## src/rtl/iob_cache_axi_read_responder_pkg.sv

```systemverilog
// Shared encodings for the AXI4 read responder: burst types, response codes and FSM states.
package iob_cache_axi_read_responder_pkg;

    localparam logic [1:0] BURST_FIXED = 2'b00;
    localparam logic [1:0] BURST_INCR  = 2'b01;
    localparam logic [1:0] BURST_WRAP  = 2'b10;

    localparam logic [1:0] RESP_OKAY   = 2'b00;
    localparam logic [1:0] RESP_SLVERR = 2'b10;

    typedef enum logic {
        IDLE,
        BURST
    } state_t;

    // A WRAP burst must cover 2, 4, 8 or 16 beats to define a legal wrap boundary.
    function automatic logic wrapLenOk(input int unsigned len);
        return (len == 1) || (len == 3) || (len == 7) || (len == 15);
    endfunction

endpackage

```

## src/rtl/iob_cache_axi_read_skid.sv

```systemverilog
// Two-entry fall-through FIFO holding {rdata, rresp, rlast} between the memory and the R channel.
module iob_cache_axi_read_skid #(
    parameter int DATA_W = 32
) (
    input  logic              clk_i,
    input  logic              reset_n_i,
    input  logic              push_i,
    input  logic [DATA_W-1:0] push_data_i,
    input  logic [1:0]        push_resp_i,
    input  logic              push_last_i,
    input  logic              pop_i,
    output logic              valid_o,
    output logic [DATA_W-1:0] data_o,
    output logic [1:0]        resp_o,
    output logic              last_o,
    output logic [1:0]        count_o
);

    logic [DATA_W-1:0] r_data [2];
    logic [1:0]        r_resp [2];
    logic              r_last [2];
    logic              r_rdPtr;
    logic              r_wrPtr;
    logic [1:0]        r_count;

    logic w_empty;
    logic w_store;
    logic w_release;

    // An empty FIFO presents the incoming beat directly, so a beat can leave the cycle it arrives.
    assign w_empty   = (r_count == 2'd0);
    assign valid_o   = ~w_empty | push_i;
    assign data_o    = w_empty ? push_data_i : r_data[r_rdPtr];
    assign resp_o    = w_empty ? push_resp_i : r_resp[r_rdPtr];
    assign last_o    = w_empty ? push_last_i : r_last[r_rdPtr];
    assign count_o   = r_count;

    assign w_release = pop_i & ~w_empty;
    assign w_store   = push_i & ~(w_empty & pop_i);

    always_ff @(posedge clk_i) begin
        if (!reset_n_i) begin
            r_rdPtr <= 1'b0;
            r_wrPtr <= 1'b0;
            r_count <= 2'd0;
        end else begin
            if (w_store) begin
                r_data[r_wrPtr] <= push_data_i;
                r_resp[r_wrPtr] <= push_resp_i;
                r_last[r_wrPtr] <= push_last_i;
                r_wrPtr         <= ~r_wrPtr;
            end
            if (w_release) begin
                r_rdPtr <= ~r_rdPtr;
            end
            r_count <= r_count + {1'b0, w_store} - {1'b0, w_release};
        end
    end

endmodule

```

## src/rtl/iob_cache_axi_read_responder.sv

```systemverilog
// AXI4 read-channel responder serving one AR burst at a time from a 1-cycle-latency memory.
// Define IOB_CACHE_AXI_READ_WRAP_EN for true WRAP bursts; otherwise WRAP behaves as INCR.
module iob_cache_axi_read_responder
    import iob_cache_axi_read_responder_pkg::*;
#(
    parameter int AXI_ADDR_W = 24,
    parameter int AXI_DATA_W = 32,
    parameter int AXI_ID_W   = 1,
    parameter int AXI_LEN_W  = 8,
    parameter int MEM_ADDR_W = 10,
    parameter int NBYTES_W   = $clog2(AXI_DATA_W / 8)
) (
    input  logic                  clk_i,
    input  logic                  reset_n_i,
    input  logic [AXI_ID_W-1:0]   axi_arid_i,
    input  logic [AXI_ADDR_W-1:0] axi_araddr_i,
    input  logic [AXI_LEN_W-1:0]  axi_arlen_i,
    input  logic [2:0]            axi_arsize_i,
    input  logic [1:0]            axi_arburst_i,
    input  logic                  axi_arvalid_i,
    output logic                  axi_arready_o,
    output logic [AXI_ID_W-1:0]   axi_rid_o,
    output logic [AXI_DATA_W-1:0] axi_rdata_o,
    output logic [1:0]            axi_rresp_o,
    output logic                  axi_rlast_o,
    output logic                  axi_rvalid_o,
    input  logic                  axi_rready_i,
    output logic                  mem_en_o,
    output logic [MEM_ADDR_W-1:0] mem_addr_o,
    input  logic [AXI_DATA_W-1:0] mem_rdata_i
);

    state_t r_state;
    state_t w_stateNext;

    logic [AXI_ID_W-1:0]   r_id;
    logic [AXI_ADDR_W-1:0] r_addr;
    logic [AXI_LEN_W-1:0]  r_len;
    logic [2:0]            r_size;
    logic [1:0]            r_burst;
    logic                  r_burstErr;
    logic [AXI_LEN_W:0]    r_issueCnt;
    logic                  r_inflight;
    logic                  r_inflightErr;
    logic                  r_inflightLast;

    logic                  w_arHandshake;
    logic                  w_arErr;
    logic                  w_slotFree;
    logic                  w_issue;
    logic                  w_addrOob;
    logic                  w_beatErr;
    logic                  w_beatLast;
    logic [AXI_ADDR_W-1:0] w_addrInc;
    logic [AXI_ADDR_W-1:0] w_nextAddr;
`ifdef IOB_CACHE_AXI_READ_WRAP_EN
    logic [AXI_ADDR_W-1:0] w_wrapMask;
`endif

    logic                  w_pop;
    logic                  w_fifoValid;
    logic [1:0]            w_fifoCount;
    logic [AXI_DATA_W-1:0] w_headData;
    logic [1:0]            w_headResp;
    logic                  w_headLast;

    assign axi_arready_o = reset_n_i & (r_state == IDLE);
    assign w_arHandshake = axi_arvalid_i & axi_arready_o;

    // Size mismatch (and, with wrapping, an illegal wrap length) poisons the whole burst.
`ifdef IOB_CACHE_AXI_READ_WRAP_EN
    assign w_arErr = (axi_arsize_i != 3'(NBYTES_W)) |
                     ((axi_arburst_i == BURST_WRAP) & ~wrapLenOk(32'(axi_arlen_i)));
`else
    assign w_arErr = (axi_arsize_i != 3'(NBYTES_W));
`endif

    // At most two beats may be buffered or in flight, which is exactly what the FIFO can absorb.
    assign w_slotFree = ({1'b0, w_fifoCount} + {2'b00, r_inflight}) < 3'd2;
    assign w_issue    = reset_n_i & (r_state == BURST) & (r_issueCnt <= {1'b0, r_len}) & w_slotFree;
    assign w_addrOob  = (r_addr >> (MEM_ADDR_W + NBYTES_W)) != '0;
    assign w_beatErr  = r_burstErr | w_addrOob;
    assign w_beatLast = (r_issueCnt == {1'b0, r_len});

    assign mem_en_o   = w_issue & ~w_beatErr;
    assign mem_addr_o = r_addr[MEM_ADDR_W+NBYTES_W-1:NBYTES_W];

    always_comb begin
        w_addrInc  = AXI_ADDR_W'(1) << r_size;
        w_nextAddr = r_addr + w_addrInc;
        if (r_burst == BURST_FIXED) begin
            w_nextAddr = r_addr;
        end
`ifdef IOB_CACHE_AXI_READ_WRAP_EN
        w_wrapMask = ((AXI_ADDR_W'(r_len) + AXI_ADDR_W'(1)) << r_size) - AXI_ADDR_W'(1);
        if (r_burst == BURST_WRAP) begin
            w_nextAddr = (r_addr & ~w_wrapMask) | ((r_addr + w_addrInc) & w_wrapMask);
        end
`endif
    end

    always_ff @(posedge clk_i) begin
        if (!reset_n_i) begin
            r_state <= IDLE;
        end else begin
            r_state <= w_stateNext;
        end
    end

    always_comb begin
        w_stateNext = r_state;
        case (r_state)
            IDLE:    if (w_arHandshake) w_stateNext = BURST;
            BURST:   if (w_pop && w_headLast) w_stateNext = IDLE;
            default: w_stateNext = IDLE;
        endcase
    end

    always_ff @(posedge clk_i) begin
        if (!reset_n_i) begin
            r_id           <= '0;
            r_addr         <= '0;
            r_len          <= '0;
            r_size         <= '0;
            r_burst        <= '0;
            r_burstErr     <= 1'b0;
            r_issueCnt     <= '0;
            r_inflight     <= 1'b0;
            r_inflightErr  <= 1'b0;
            r_inflightLast <= 1'b0;
        end else begin
            if (w_arHandshake) begin
                r_id       <= axi_arid_i;
                r_addr     <= axi_araddr_i;
                r_len      <= axi_arlen_i;
                r_size     <= axi_arsize_i;
                r_burst    <= axi_arburst_i;
                r_burstErr <= w_arErr;
                r_issueCnt <= '0;
            end else if (w_issue) begin
                r_addr     <= w_nextAddr;
                r_issueCnt <= r_issueCnt + (AXI_LEN_W + 1)'(1);
            end
            r_inflight     <= w_issue;
            r_inflightErr  <= w_beatErr;
            r_inflightLast <= w_beatLast;
        end
    end

    iob_cache_axi_read_skid #(
        .DATA_W(AXI_DATA_W)
    ) u_skid (
        .clk_i       (clk_i),
        .reset_n_i   (reset_n_i),
        .push_i      (r_inflight),
        .push_data_i (r_inflightErr ? '0 : mem_rdata_i),
        .push_resp_i (r_inflightErr ? RESP_SLVERR : RESP_OKAY),
        .push_last_i (r_inflightLast),
        .pop_i       (w_pop),
        .valid_o     (w_fifoValid),
        .data_o      (w_headData),
        .resp_o      (w_headResp),
        .last_o      (w_headLast),
        .count_o     (w_fifoCount)
    );

    assign axi_rvalid_o = reset_n_i & w_fifoValid;
    assign w_pop        = axi_rvalid_o & axi_rready_i;
    assign axi_rdata_o  = axi_rvalid_o ? w_headData : '0;
    assign axi_rresp_o  = axi_rvalid_o ? w_headResp : RESP_OKAY;
    assign axi_rlast_o  = axi_rvalid_o & w_headLast;
    assign axi_rid_o    = reset_n_i ? r_id : '0;

endmodule
```

## config.mk

```make
export PLATFORM = sky130hd
export DESIGN_NAME = iob_cache_axi_read_responder
export DESIGN_NICKNAME = d
export VERILOG_FILES = /design/src/rtl/iob_cache_axi_read_responder_pkg.sv /design/src/rtl/iob_cache_axi_read_skid.sv /design/src/rtl/iob_cache_axi_read_responder.sv
export SDC_FILE = /design/constraint.sdc
export NUM_CORES = 1
export LEC_CHECK = 0
export BUFFER_PORTS_ARGS = -buffer_cell sky130_fd_sc_hd__buf_4
export CORE_MARGIN = 4
export CORE_UTILIZATION = 56
export DETAILED_ROUTE_END_ITERATION = 8
export PLACE_DENSITY = 0.81
export SLEW_MARGIN = 20
export SYNTH_ARGS = -nofsm -noshare
export SYNTH_HDL_FRONTEND = slang
export SYNTH_HIERARCHICAL = 1
export SYNTH_SLANG_ARGS = --single-unit
export TNS_END_PERCENT = 1
```

## constraint.sdc

```tcl
create_clock -name clk_i -period 3.4 [get_ports clk_i]
set_input_delay 0.34 -clock clk_i [delete_from_list [all_inputs] [get_ports clk_i]]
set_output_delay 0.34 -clock clk_i [all_outputs]
set_load 0.005 [all_outputs]
```

## Word-level counts from Yosys, hierarchy flattened

Memory sizes are Yosys's and may differ from the RTL's. A register that Yosys moved wholly into a read port is not among the register bits.
Cells that the tools add are included.

| word-level totals | value |
|---|---|
| input bits | 74 |
| logic and storage cells | 79 |
| output and inout bits | 49 |
| bits in registers | 56 |
| memories kept | 3 |
| RAM bits | 70 |

Memories:

| memory | depth | width | rd ports | clocked after Yosys merged registers in | wr ports | line | RTL |
|---|---|---|---|---|---|---|---|
| u_skid.r_data | 2 | 32 | 1 | 1 | 1 | iob_cache_axi_read_skid.sv:19 | `logic [DATA_W-1:0] r_data [2];` |
| u_skid.r_resp | 2 | 2 | 1 | 1 | 1 | iob_cache_axi_read_skid.sv:20 | `logic [1:0] r_resp [2];` |
| u_skid.r_last | 2 | 1 | 1 | 1 | 1 | iob_cache_axi_read_skid.sv:21 | `logic r_last [2];` |

| cells by class | value |
|---|---|
| shift operators | 1 |
| magnitude comparators | 2 |
| $add $sub $neg | 5 |
| reduce and logical (&&, ||, !) cells | 7 |
| bitwise operators | 21 |
| mux-type cells | 23 |
| eq/ne operators | 3 |

Operators with widths:

| cell | number |
|---|---|
| 32-bit two-way mux | 3 |
| 24-bit two-way mux | 3 |
| 24-bit adder | 1 |
| 24-bit nonzero test | 1 |
| 1-bit by 3-bit << shifter with 24-bit output, first input constant | 1 |
| 1-bit two-way mux | 13 |
| 1-bit AND | 12 |
| 9-bit by 1-bit adder with 9-bit output, second input constant | 1 |
| 9-bit by 8-bit == test with 1-bit output | 1 |
| 9-bit by 8-bit <= comparator with 1-bit output | 1 |
| 1-bit NOT | 7 |
| 2-bit two-way mux | 3 |
| 2-bit zero test | 2 |
| 2-bit by 1-bit adder with 3-bit output | 1 |
| 3-bit by 2-bit less-than comparator with 1-bit output, second input constant | 1 |
| 3-bit by 2-bit inequality test with 1-bit output, second input constant | 1 |
| 2-bit by 1-bit adder with 2-bit output | 1 |
| 2-bit inequality test, second input constant | 1 |
| 1-bit bitwise OR | 2 |
| 1-bit case mux with 2 select lines | 1 |
| 2-bit AND reduction | 1 |
| 2-bit nonzero test | 1 |
| 2-bit OR reduction | 1 |
| 2-bit by 1-bit subtractor with 2-bit output | 1 |
| 1-bit logical AND | 1 |

## Depth between registers and ports, before layout

| logic depth | value |
|---|---|
| word-level depth | 11 |
| mapped depth | 11 |

## By module

The synthesis kept the hierarchy.

By module, submodules not included:

| module | instances | cells an instance | sequential area each (sq um) | area each (sq um) |
|---|---|---|---|---|
| iob_cache_axi_read_responder | 1 | 466 | 1041.0 | 3559.7 |
| iob_cache_axi_read_skid | 1 | 213 | 2202.1 | 3124.2 |

## Worst setup path after synthesis

Ideal clock, no wire load.

| timing | value |
|---|---|
| path type | flip-flop to flip-flop |
| from | register u_skid.r_count[1], in the netlist u_skid/count_o[1] |
| to | memory u_skid.r_data[0][0], enable pin |
| arrival time | 2675 ps |
| data required time | 2973 ps |
| path slack | 298 ps |
| path buffers | 0 |
| cell stages (with the launch flop) | 6 |
| cells stage by stage | dfxtp_1 > or3_1 > and3_1 > inv_1 > o21ai_4 > nor2_1 |

| between the ends | value |
|---|---|
| word-level cells in the longest chain between the ends | 11 |

RTL lines:

| item | line | RTL |
|---|---|---|
| start, declared | iob_cache_axi_read_skid.sv:24 | `logic [1:0] r_count;` |
| start signal, assigned | iob_cache_axi_read_skid.sv:56 | `r_count <= r_count + {1'b0, w_store} - {1'b0, w_release};` |
| 2-bit zero test | iob_cache_axi_read_skid.sv:31 | `assign w_empty = (r_count == 2'd0);` |
| 1-bit NOT | iob_cache_axi_read_skid.sv:32 | `assign valid_o = ~w_empty \| push_i;` |
| 1-bit bitwise OR | iob_cache_axi_read_skid.sv:32 |  |
| via w_fifoValid | iob_cache_axi_read_responder.sv:61 | `logic w_fifoValid;` |
| 1-bit AND | iob_cache_axi_read_responder.sv:167 | `assign axi_rvalid_o = reset_n_i & w_fifoValid;` |
| 1-bit AND | iob_cache_axi_read_responder.sv:168 | `assign w_pop = axi_rvalid_o & axi_rready_i;` |
| via w_pop | iob_cache_axi_read_responder.sv:60 | `logic w_pop;` |
| 1-bit AND | iob_cache_axi_read_skid.sv:39 | `assign w_store = push_i & ~(w_empty & pop_i);` |
| 1-bit NOT | iob_cache_axi_read_skid.sv:39 |  |
| 1-bit AND | iob_cache_axi_read_skid.sv:39 |  |
| 1-bit two-way mux | iob_cache_axi_read_skid.sv:47 | `if (w_store) begin` |
| 1-bit two-way mux | iob_cache_axi_read_skid.sv:42 | `if (!reset_n_i) begin` |
| 1-bit two-way mux (not written as such) | iob_cache_axi_read_skid.sv:48 | `r_data[r_wrPtr] <= push_data_i;` |
| end, declared | iob_cache_axi_read_skid.sv:19 |  |

The timed path passes the listed nets, and every way through them passes these cells.

## Final worst setup path

| timing | value |
|---|---|
| from | register r_len[6] |
| to | output port mem_en_o |

| between the ends | value |
|---|---|
| word-level cells in the longest chain between the ends | 4 |

RTL lines:

| item | line | RTL |
|---|---|---|
| start, declared | iob_cache_axi_read_responder.sv:38 | `logic [AXI_LEN_W-1:0] r_len;` |
| start signal, assigned | iob_cache_axi_read_responder.sv:135 | `r_len <= axi_arlen_i;` |
| 9-bit by 8-bit <= comparator with 1-bit output | iob_cache_axi_read_responder.sv:80 | `assign w_issue = reset_n_i & (r_state == BURST) & (r_issueCnt <= {1'b0, r_len}) & w_slotFree;` |
| 1-bit AND (2 in series) | iob_cache_axi_read_responder.sv:80 |  |
| 1-bit AND | iob_cache_axi_read_responder.sv:85 | `assign mem_en_o = w_issue & ~w_beatErr;` |
| end, declared | iob_cache_axi_read_responder.sv:28 | `output logic mem_en_o,` |

No other way between the ends.

==> flow_metrics.tcl <==
set metrics [dict create \
    ys_seq_elements 127 \
    placementRows 39 \
    netlist_area_um2 6680 \
    path_cells "inv_1 > ha_1 > a21oi_2 > nor3b_2 > nor4_1 > o21ai_1 > nor2_1 > buf_4" \
    die_x_um 117 \
    status "finished clean" \
    timing.final.ws_setup_ps 402 \
    yosysWarnings 6 \
    worst_path_largest_cell_delay_ps 520 \
    layout.nets 875 \
    grt_usage 0.236 \
    cp.required_ps 3060 \
    arrival_ps 2660 \
    grt_pass1_wl_um 25500 \
    final_area_um2 8140 \
    crit_path_end_kind "primary output" \
    die_h_um 117 \
    cts_setup_buffers 0 \
    synth_common_cells "edfxtp_1 (70), nand2_1 (64), dfxtp_1 (57)" \
    drt-total-wl_um 15600 \
    drt_drc_violations_left 0 \
    drv_cap 0 \
    fillers 901 \
    syn_inst 679 \
    critPathTopFamily "simple AND/OR/NAND/NOR gates" \
    critPathKind "reg -> out" \
    clk_path_buf_depth 2 \
    htreeDepth 4 \
    slowest_stage "nor4_1" \
    synth.most_common_cell "edfxtp_1" \
    coreArea_um2 11600 \
    synth_cell_types 56 \
    rrSetupSlack_ps 400 \
    antenna_found_initial 0 \
    fmax_mhz 334 \
    synthTopCellsByArea "edfxtp_1 (31%), dfxtp_1 (17%), mux2i_1 (5.7%)" \
    avgViaCountPerCell 5.82 \
    tritoncts "built" \
    drive_above_1_share 0.225 \
    period_needed_ps 3000 \
    rsz0062_at_grt "no" \
    ios 123 \
    hold_path_class "in -> reg" \
    placed_area_um2 7580 \
    synth_top_flop_cell "edfxtp_1" \
    grt_max_degree 45 \
    relSlewSlack 0.441 \
    finalMaxSlewViolations 0 \
    worst_pin_slew_ps 838 \
    cts_resized 0 \
    drtPass1Iterations 5 \
    clock_latency_ps 410 \
    synth_top_area_frac 0.314 \
    antenna_cells 0 \
    skew_ps 6.53 \
    area_growth_pct 21.8 \
    cts_sinks 127 \
    grt_overflow 0 \
    finalHoldViolations 0 \
    setup_viol 0 \
    wire_per_inst_um 16.6 \
    cts-hold-fix-buffers 0 \
    synth_edf_count 70 \
    p_leak_nw 3.27 \
    timing.final.crit_share 0.882 \
    pre_cts_slack_ps 526 \
    initial_core_util 0.578 \
    powerDensity_nw_per_um2 506 \
    peakVddDrop_mv 0.256 \
    finalSetupTns_ps 0 \
    async_reset_ff_frac 0 \
    portBuffers 122 \
    critical_path.max_fanout 12 \
    clk_pin_slew_ps 50 \
    path_buf_inv 2 \
    ctsRootBufferMaster "clkbuf_16" \
    ant_nets 0 \
    gp_congestion 0.923 \
    ys_seq_area_frac 0.485 \
    place_hpwl_um 10500 \
    drtIter0Drc 526 \
    yosys.area.top_type "edfxtp_1" \
    start_kind "flip-flop" \
    synth.avg_cell_area_um2 9.84 \
    grt_pass1_vias 5331 \
    dieArea_um2 13700 \
    whs_ps 123 \
    cts_made_buffers 17 \
    vias 5449 \
]
power breakdown:
part | switching (mW) | total (mW) | internal, mW
clock | 0.620 | 1.69 | 1.07
combinational | 0.373 | 0.655 | 0.282
sequential | 0.0617 | 1.77 | 1.70
total | 1.06 | 4.12 | 3.06
stage by stage:
| step | power [mW] | utilization | cells |
|---|---|---|---|
| floorplan | 2.23 | - | 681 |
| global route | 4.30 | 0.704 | 937 |
| finish | 4.12 | 0.704 | 937 |
| global placement | 2.41 | 0.655 | 905 |
| CTS | 4.13 | 0.704 | 937 |
| detailed placement | 2.44 | 0.655 | 905 |
registers in the layout, summed over array words and instances, names as in the netlist, 2 cells and up, named ones only:
register,count
r_size,3
u_skid/r_data,64
u_skid/count_o,2
r_len,8
r_burst,2
r_addr,24
r_issueCnt,9
u_skid/r_resp,4
u_skid/r_last,2
worst paths after layout:
kind | startpoint | end | cells after the start
worst max-delay path | r_len[6] | mem_en_o | 8
worst min-delay path | axi_arburst_i[1] | r_burst[1] | 3
worst max register to register | r_size[0] | r_addr[16] | 7
worst min register to register | r_len[7] | r_len[7] | 2
cells in the final DEF, fill, tap and decap left out, drive strengths merged, types with 9 or more instances in the layout:
| master | Yosys | layout |
|---|---|---|
| edfxtp | 70 | 70 |
| and3 | 41 | 41 |
| nor2 | 51 | 51 |
| ha | 19 | 19 |
| nor2b | 33 | 33 |
| or4 | 9 | 9 |
| xnor2 | 12 | 12 |
| buf | 24 | 135 |
| clkbuf | 30 | 25 |
| dfxtp | 57 | 57 |
| and2 | 9 | 9 |
| o211ai | 9 | 9 |
| inv | 14 | 14 |
| nor3 | 13 | 13 |
| nand4 | 12 | 12 |
| a21oi | 54 | 54 |
| nand3 | 13 | 13 |
| o21ai | 39 | 39 |
| nand2 | 64 | 64 |
| mux2i | 38 | 38 |
cell type report:
cell class | instances | area [um^2] | share of cell area
Sequential cell | 127 | 3240 | 0.399
Multi-Input combinational cell | 486 | 3090 | 0.380
Timing Repair Buffer | 135 | 1010 | 0.125
Clock buffer | 25 | 495 | 0.0609
Tap cell | 143 | 179 | 0.0220
Clock inverter | 7 | 61.3 | 0.00753
Inverter | 14 | 52.6 | 0.00646
metal layers:
| layer | up-vias | wire length [um] | track usage |
|---|---|---|---|
| met5 | - | 0 | 0 |
| met4 | 0 | 210 | 0.0787 |
| met3 | 20 | 1080 | 0.0514 |
| met2 | 227 | 7700 | 0.393 |
| met1 | 2542 | 6580 | 0.306 |
| li1 | 2660 | - | - |
cell families after synthesis:
kind of cell	after synthesis	share of synthesized area
xor gates and xnor gates	16	0.0210
buffers and inverters	68	0.0547
AOI/OAI and AO/OA	140	0.133
other	1	0.000561
muxes	39	0.0586
adders and majority gates	20	0.0386
and+or+nand+nor	268	0.209
DFF	127	0.485
worst register-to-register path: cells and delay by family, from the launching register on:
kind                       cells  cell delay (ps)
and+or+nand+nor                3             1530
AOI/OAI and AO/OA              3              580
DFF                            1              460
adders and majority gates      1              330
No activity file was read; power rests on OpenSTA's default activity.
